**config.mk**
```make
export PLATFORM = sky130hd
export DESIGN_NAME = de1_blinker_nios2_proc_oci_trace_capture
export DESIGN_NICKNAME = d
export VERILOG_FILES = /design/src/rtl/de1_blinker_oci_pkg.sv /design/src/rtl/de1_blinker_oci_trace_fifo.sv /design/src/rtl/de1_blinker_nios2_proc_oci_trace_capture.sv
export SDC_FILE = /design/constraint.sdc
export NUM_CORES = 1
export LEC_CHECK = 0
export CORE_MARGIN = 1.5
export CORE_UTILIZATION = 50
export CTS_CLUSTER_DIAMETER = 200
export DETAILED_ROUTE_END_ITERATION = 10
export PLACE_DENSITY = 0.67
export SLEW_MARGIN = 10
export SYNTH_ARGS = -nofsm -noshare
export SYNTH_HDL_FRONTEND = slang
export SYNTH_SLANG_ARGS = --single-unit
```
**constraint.sdc**
```tcl
create_clock -name clk -period 5.3 [get_ports clk]
set_clock_uncertainty 0.2 [all_clocks]
set_input_delay 0.795 -clock clk [delete_from_list [all_inputs] [get_ports clk]]
set_output_delay 0.795 -clock clk [all_outputs]
set_load 0.02 [all_outputs]
```
**src/rtl/de1_blinker_oci_pkg.sv**
```systemverilog
// rtl/de1_blinker_oci_pkg.sv - shared state encoding and default sizing for the OCI trace capture
package de1_blinker_oci_pkg;

    localparam int OCI_DATA_W = 30;
    localparam int OCI_CNT_W  = 4;
    localparam int OCI_DEPTH  = 16;

    typedef enum logic [1:0] {
        ST_IDLE    = 2'd0,
        ST_CAPTURE = 2'd1,
        ST_DRAIN   = 2'd2,
        ST_DONE    = 2'd3
    } cap_state_t;

endpackage

```
**src/rtl/de1_blinker_oci_trace_fifo.sv**
```systemverilog
// rtl/de1_blinker_oci_trace_fifo.sv - first-word fall-through trace storage with optional overwrite-oldest
module de1_blinker_oci_trace_fifo
    import de1_blinker_oci_pkg::*;
#(
    parameter int WIDTH = OCI_CNT_W + OCI_DATA_W,
    parameter int DEPTH = OCI_DEPTH
) (
    input  logic                     clk,
    input  logic                     reset_n,
    input  logic                     clear,
    input  logic                     push,
    input  logic                     pop,
    input  logic                     wrap_mode,
    input  logic [WIDTH-1:0]         wdata,
    output logic [WIDTH-1:0]         rdata,
    output logic [$clog2(DEPTH):0]   level,
    output logic                     lost
);

    localparam int PTR_W = $clog2(DEPTH);
    localparam int LVL_W = PTR_W + 1;

    logic [WIDTH-1:0] mem [DEPTH];
    logic [PTR_W-1:0] wr_ptr;
    logic [PTR_W-1:0] rd_ptr;
    logic [LVL_W-1:0] count;

    logic is_full;
    logic do_pop;
    logic do_write;
    logic overwrite;

    // A pop only counts when something is stored; a full write either steals the oldest slot or is lost.
    always_comb begin
        is_full   = (count == LVL_W'(DEPTH));
        do_pop    = pop && (count != '0);
        overwrite = push && is_full && !do_pop && wrap_mode;
        do_write  = push && (!is_full || do_pop || wrap_mode);
        lost      = push && is_full && !do_pop;
    end

    assign rdata = mem[rd_ptr];
    assign level = count;

    // Pointers wrap naturally at the power-of-two depth; clear restarts an empty buffer.
    always_ff @(posedge clk or negedge reset_n) begin
        if (!reset_n) begin
            wr_ptr <= '0;
            rd_ptr <= '0;
            count  <= '0;
        end else if (clear) begin
            wr_ptr <= '0;
            rd_ptr <= '0;
            count  <= '0;
        end else begin
            if (do_write) begin
                wr_ptr <= wr_ptr + 1'b1;
            end
            if (do_pop || overwrite) begin
                rd_ptr <= rd_ptr + 1'b1;
            end
            if (push && !is_full && !do_pop) begin
                count <= count + 1'b1;
            end else if (do_pop && !push) begin
                count <= count - 1'b1;
            end
        end
    end

    // Storage array carries no reset; contents are meaningless until written.
    always_ff @(posedge clk) begin
        if (do_write && !clear) begin
            mem[wr_ptr] <= wdata;
        end
    end

endmodule

```
**src/rtl/de1_blinker_nios2_proc_oci_trace_capture.sv**
```systemverilog
// rtl/de1_blinker_nios2_proc_oci_trace_capture.sv - session FSM and frame qualification around the trace FIFO
module de1_blinker_nios2_proc_oci_trace_capture
    import de1_blinker_oci_pkg::*;
#(
    parameter int DATA_W = OCI_DATA_W,
    parameter int CNT_W  = OCI_CNT_W,
    parameter int DEPTH  = OCI_DEPTH,
    parameter int WRAP   = 0
) (
    input  logic                     clk,
    input  logic                     reset_n,
    input  logic                     arm,
    input  logic                     dct_valid,
    input  logic [DATA_W-1:0]        dct_buffer,
    input  logic [CNT_W-1:0]         dct_count,
    input  logic                     test_ending,
    input  logic                     test_has_ended,
    input  logic                     rd_ready,
    output logic                     rd_valid,
    output logic [CNT_W+DATA_W-1:0]  rd_data,
    output logic [$clog2(DEPTH):0]   level,
    output logic                     overflow,
    output logic                     capture_done
);

    localparam int LVL_W = $clog2(DEPTH) + 1;

    cap_state_t state;
    cap_state_t state_nxt;

    logic             arm_ok;
    logic             clear;
    logic             push;
    logic             pop;
    logic             fifo_lost;
    logic [LVL_W-1:0] fifo_level;

    // Arm is only honoured between sessions; abort always wins and wipes the buffer.
    always_comb begin
        arm_ok   = arm && ((state == ST_IDLE) || (state == ST_DONE));
        clear    = test_has_ended || arm_ok;
        push     = (state == ST_CAPTURE) && dct_valid && (dct_count != '0)
                   && !test_ending && !test_has_ended;
        rd_valid = (state != ST_IDLE) && (fifo_level != '0);
        pop      = rd_valid && rd_ready && !test_has_ended;
    end

    de1_blinker_oci_trace_fifo #(
        .WIDTH (CNT_W + DATA_W),
        .DEPTH (DEPTH)
    ) u_fifo (
        .clk       (clk),
        .reset_n   (reset_n),
        .clear     (clear),
        .push      (push),
        .pop       (pop),
        .wrap_mode (WRAP != 0),
        .wdata     ({dct_count, dct_buffer}),
        .rdata     (rd_data),
        .level     (fifo_level),
        .lost      (fifo_lost)
    );

    // Session sequencing; drain finishes on the edge that empties the buffer.
    always_comb begin
        state_nxt = state;
        if (test_has_ended) begin
            state_nxt = ST_IDLE;
        end else begin
            case (state)
                ST_IDLE: begin
                    if (arm) state_nxt = ST_CAPTURE;
                end
                ST_CAPTURE: begin
                    if (test_ending) state_nxt = ST_DRAIN;
                end
                ST_DRAIN: begin
                    if ((fifo_level == '0) || ((fifo_level == LVL_W'(1)) && pop)) begin
                        state_nxt = ST_DONE;
                    end
                end
                ST_DONE: begin
                    if (arm) state_nxt = ST_CAPTURE;
                end
                default: state_nxt = ST_IDLE;
            endcase
        end
    end

    // State register.
    always_ff @(posedge clk or negedge reset_n) begin
        if (!reset_n) begin
            state <= ST_IDLE;
        end else begin
            state <= state_nxt;
        end
    end

    // Sticky loss flag, reset with each new session or abort.
    always_ff @(posedge clk or negedge reset_n) begin
        if (!reset_n) begin
            overflow <= 1'b0;
        end else if (clear) begin
            overflow <= 1'b0;
        end else if (fifo_lost) begin
            overflow <= 1'b1;
        end
    end

    assign level        = fifo_level;
    assign capture_done = (state == ST_DONE);

endmodule

```
==> impl_metrics.yaml <==
detailed_routing:
  drtAntennaViolNets: 0
  vias: 9599
  route.detailed.drc: 0
  drt_iter0_drc: 756
  avgRoutedWirePerCell_microns: 25.51
  avgViaCountPerCell: 5.811
  first_pass_iters: 5
  wl_microns: 42150
floorplanning:
  rows: 76
  dieHeight_microns: 211.7
  ios: 83
  die_x_microns: 211.7
  core_sq_mm: 0.04298
  dieArea_sq_mm: 0.04480
  start_util_pct: 50.65
worst_setup_path:
  crit_fanout: 31
  arrival_ns: 3.44
  endpoint: "rd_data[7]"
  regToRegSetupSlack_ns: 1.67
  r2r_cells: 8
  cp-start-kind: "flop"
  setup.worst_path.start: "u_fifo.rd_ptr[0]$_DFFE_PN0P_"
  r2r_end: "u_fifo.mem[8][4]$_DFFE_PP_"
  crit_path_end_kind: "output port"
  reg2reg_from: "state[0]$_DFFE_PN0P_"
  path_class: "reg2out"
  worstPathRequired_ns: 4.30
cts:
  path_clk_slew_ns: 0.06
  cts_setup_buffers: 0
  numCtsBuffers: 54
  ctsHtreeMaxLevel: 2
  cts_hold_buf: 0
  cts_sinks: 560
  cts-root-buf: "clkbuf_16"
  worstSkewPairLatency_ns: 0.59
  cts_resized: 0
  cts_buffer_depth: 3
  cts_tree: "built"
synth:
  synth_compound_area_share_pct: 0.7070
  synthXorXnorAreaFrac_pct: 0.3219
  synthAdderAreaFrac_pct: 0.8047
  syn-num-nets: 955
  synth_area_per_cell_sq_um: 24.19
  async_flop_share_pct: 2.857
  synth_top_family_by_area: "multiplexers"
  netlist_area_sq_mm: 0.02177
  synthCells: 900
  yosysWarnings: 0
  ys.flop_type: "edfxtp_1"
  yosys.area_share.simple_pct: 1.719
  synth_edf_count: 544
  synth_mux_area_share_pct: 18.12
  synth.ff_latch_count: 560
  yosysSeqAreaShare_pct: 76.88
  synth.distinct_cells: 47
sta:
  slew_headroom_pct: 21.34
  finalCriticalPeriod_ns: 4.433
  fin_crit_sh_pct: 83.64
  rsz0062_at_grt: "false"
  worst_slew_pin_slew_ns: 1.180
  fin_setup_tns_ns: 0
  finalSetupViolations: 0
  final_max_slew_viol_count: 0
  final-hold-violation-count: 0
  fmax_ghz: 0.2256
pwr:
  p_leak_uw: 0.007686
  powerDensity_mw_per_mm2: 351.8
  ir_worst_vdd_mv: 0.2372
  power_uw: 8894
layout:
  fin_nets: 1076
  fillers: 3057
  finalCoreUtilization_pct: 58.82
  final_area_sq_mm: 0.02528
  drive_above_1_share_pct: 26.45
  area_delta_synth_final_pct: 16.15
global_routing:
  grt_usage_pct: 19.72
  grt_max_degree: 57
  antenna_found_initial: 1
  grt-ovfl-total: 0
  grt_pass1_vias: 10050
  grt_pass1_wl_microns: 63870
placement:
  post-dp-hpwl_microns: 23290
  port_buffers: 82
  placed_area_sq_mm: 0.02354
  gp_congestion: 0.7467
min_path:
  holdCritPathClass: "reg2reg"
outcome:
  status: "completed"
run:
  maxCapViolCount: 0
worst max-delay path: stages (launching register included):
cell and delay [ns]:
dfrtp_4 0.53, buf_4 0.54, mux4_1 0.66, mux4_2 0.51, clkdlybuf4s50_1 0.57
routing by layer:
layer	up-vias	share of wire, %	track usage (%)
li1	4137	-	-
met1	5143	43	27.87
met2	260	50	31.69
met3	59	5.8	4.391
met4	0	1.6	4.704
met5	-	0	0
cell type report:
class	instances	area [sq um]	share of cell area (%)
inverter	8	30.03	0.1188
antenna	1	2.502	0.009898
clock inverter	34	321.6	1.272
sequential	560	16750	66.24
clock buffer	67	1421	5.622
multi-input combinational	288	4828	19.10
timing repair buffer	109	1199	4.741
tap	585	732.0	2.895
layout by cell type, fill, tap and decap left out, types with 2 or more instances in the layout:
master	Yosys	final
a211o_1	2	2
a21o_1	3	3
a21oi_1	4	4
buf_12	0	14
buf_4	6	13
bufinv_16	0	5
clkbuf_1	20	12
clkbuf_16	0	55
clkdlybuf4s50_1	0	82
clkinv_1	0	7
clkinv_2	0	14
clkinvlp_4	0	5
dfrtp_1	16	12
dfrtp_4	0	3
edfxtp_1	544	544
ha_1	14	14
inv_1	8	8
mux2i_1	3	3
mux4_1	23	23
mux4_2	147	147
nand2_1	16	16
nand2b_1	2	2
nand3_1	3	3
nand4_1	6	6
nand4b_1	2	2
nor2_1	26	14
nor2_4	0	12
nor3_1	6	2
nor3_2	0	4
o21ai_0	2	2
xnor2_1	4	4
xor2_1	4	4
power by group:
group | switching, uW | leakage [uW] | internal [uW]
Combinational | 159 | 0.00174 | 101
Clock | 1600 | 0.000848 | 2160
Sequential | 11.0 | 0.00510 | 4870
worst min-delay path by stage:
stage	from	endpoint	cells past startpoint
2_1_floorplan	reset_n	overflow$_DFFE_PN0P_	0
3_3_place_gp	overflow$_DFFE_PN0P_	overflow$_DFFE_PN0P_	2
3_5_place_dp	overflow$_DFFE_PN0P_	overflow$_DFFE_PN0P_	2
4_1_cts	overflow$_DFFE_PN0P_	overflow$_DFFE_PN0P_	2
5_1_grt	overflow$_DFFE_PN0P_	overflow$_DFFE_PN0P_	2
6_report	overflow$_DFFE_PN0P_	overflow$_DFFE_PN0P_	2
synthesized netlist by cell type (all sizes together), types with 2 or more instances:
| cell type | count | area (sq um) |
|---|---|---|
| edfxtp | 544 | 16340 |
| nand2 | 16 | 60.06 |
| nand3 | 3 | 15.01 |
| mux4 | 170 | 3915 |
| nor2 | 27 | 103.9 |
| a21oi | 4 | 20.02 |
| xnor2 | 4 | 35.03 |
| clkbuf | 20 | 75.07 |
| dfrtp | 16 | 400.4 |
| a211o | 2 | 17.52 |
| nand4b | 2 | 17.52 |
| a211oi | 2 | 20.02 |
| nand2b | 2 | 12.51 |
| a21o | 3 | 22.52 |
| inv | 8 | 30.03 |
| xor2 | 4 | 35.03 |
| nor3 | 6 | 30.03 |
| buf | 24 | 209.0 |
| nand4 | 6 | 37.54 |
| a32oi | 2 | 25.03 |
| mux2i | 3 | 30.03 |
| ha | 14 | 175.2 |
| o21ai | 2 | 10.01 |
registers in the layout, indices dropped and copies added, names as in the netlist:
register	flops
overflow	1
state	2
u_fifo.level	5
u_fifo.mem	544
u_fifo.rd_ptr	4
u_fifo.wr_ptr	4
kinds of logic after synthesis:
family	Yosys count
fa+ha+maj	14
buf+inv	52
mux	173
xor+xnor	8
compound gates	20
flops	560
simple gates	73
per-stage QoR:
stage	hold WS [ns]	worst slack (ns)	instances
after global routing	0.3575	0.6992	1651
after CTS	0.3337	0.7565	1651
after floorplan	0.2994	0.3890	900
final	0.3558	0.8672	1652
after global placement	0.3077	1.060	1550
after detailed placement	0.3109	0.9500	1550
(Power assumes the default switching activity.)
==> edit: new RTL, same settings <==
Re-encode `cap_state_t` (4 states) as Gray code, 2 bits wide.
--- a/src/rtl/de1_blinker_oci_pkg.sv
+++ b/src/rtl/de1_blinker_oci_pkg.sv
@@ -6,10 +6,10 @@
     localparam int OCI_DEPTH  = 16;
 
     typedef enum logic [1:0] {
-        ST_IDLE    = 2'd0,
-        ST_CAPTURE = 2'd1,
-        ST_DRAIN   = 2'd2,
-        ST_DONE    = 2'd3
+        ST_IDLE    = 2'b00,
+        ST_CAPTURE = 2'b01,
+        ST_DRAIN   = 2'b11,
+        ST_DONE    = 2'b10
     } cap_state_t;
 
 endpackage
Formal check against the unedited RTL: same outputs for any inputs over 4 cycles, from zero or initial values and one cycle with reset_n low; so few cycles prove little.
==> edit against the unedited design <==
- routed wire length increased by 0.44%
- power increased by 1.6%
- area after synthesis decreased by 1.4%
- setup slack got worse by 0.041 ns
- non-clock buffer count increased by 12
- sequential cell count unchanged
- design area decreased by 0.27%
- combinational power decreased by 44%
- critical path type unchanged
- highest routed layer unchanged
==> edit: results (changes against the unedited design) <==
Run status
  • Status: finished, final reports clean

Placement
  • Placed cell count: 1504 (-3.0%)
  • Pre-CTS setup slack: 1.00 ns (+0.0524 ns)
  • DP Wirelength: 24300 um (+4.4%)
  • Placer Congestion: 0.771 (+3.2%)

Pwr
  • Lkg Pwr: 7.67 nW (-0.18%)

Synthesis
  • Yosys cell types: 43 (-8.5%)
  • Syn avg cell area: 24.2 um2 (about the same)
  • Syn Nets: 938 (-1.8%)
  • Synth area leaders: edfxtp_1 76%, mux4_2 18%, dfrtp_1 1.9%, ha_1 0.52%, clkbuf_1 0.40%
  • Post-synthesis sequential area ratio: 0.780 (+0.0111)

Global routing
  • Vias in the first global route: 10.2k (+1.8%)
  • Initial antenna violation count: 0 (-1)
  • GR Util All Layers: 0.200 (+0.00251)

Detailed routing
  • Vias: 9601 (+0.021%)
  • Via/cell ratio: 5.97 (+2.8%)
  • Pre-antenna DRT Iters: 6 (+1)

CTS
  • Total CTS buffers: 55 (+1.9%)

Worst setup path
  • Worst EP arrival: 3.48 ns (+0.04 ns)
  • R2R Setup Slk: 2.13 ns (+0.46 ns)
  • Worst R2R End: u_fifo.mem[10][0]

Finish
  • Inserted Diodes: 0 (-1)
  • Nets@finish: 1072 (-0.37%)
  • Layout cells sized above 1: 0.303 (+0.0385)

Timing
  • Worst slew margin relative to its limit: 0.450 (+0.237)
-- edit: through the flow --
step | total power, W | utilization | area [um2]
4_1_cts | 0.00911 | 0.598 | 25200
2_1_floorplan | 0.00500 | - | 21500
3_3_place_gp | 0.00510 | 0.553 | 23300
3_5_place_dp | 0.00511 | 0.553 | 23300
5_1_grt | 0.00930 | 0.598 | 25200
6_report | 0.00903 | 0.598 | 25200
-- edit: kinds of logic (layout without fill, tap and decap cells) --
family                   count (synthesis)  after routing  synth area share
buffers and inverters                   49            230           0.00950
XOR/XNOR                                 4              4           0.00163
multiplexers                           173            173             0.180
adder cells (fa/ha/maj)                  9              9           0.00525
flip-flops                             560            560             0.780
AO/OA/AOI/OAI                           17             17           0.00571
AND/OR/NAND/NOR                         76             76            0.0181
-- edit: how the worst min path moves through the flow --
stage,to,startpoint
after detailed placement,overflow,overflow
final,overflow,overflow
after CTS,overflow,overflow
after floorplan,overflow,reset_n
after global placement,overflow,overflow
after global routing,overflow,overflow
-- edit: power breakdown --
group | internal (W) | switching (W)
clock network | 0.00238 | 0.00164
logic | 0.0000538 | 0.0000921
registers | 0.00486 | 0.00000486
-- edit: routing by layer --
metal  routed length [um]  share of wire  global-route usage  up-vias
li1                     -              -                   -     4095
met1                18400           0.43               0.291     5170
met2                21100           0.50               0.322      289
met3                 2190          0.052              0.0347       47
met4                  601          0.014              0.0434        0
met5                    0              0                   0        -
-- edit: worst max-delay path, cell delays in order, from the launching register on --
cell             delay (ns)
dfrtp_4                0.81
buf_12                 0.38
mux4_2                 0.56
mux4_2                 0.55
clkdlybuf4s50_1        0.58
-- edit: final cells by class --
class                   instances  area, um2
multi-input cells             279       4630
flip-flops and latches        560      16700
fillers                      2905      16900
inverters                       5       18.8
clock inverters                44        480
clock buffers                  60       1420
well taps                     539        674
repair buffers                121       1250
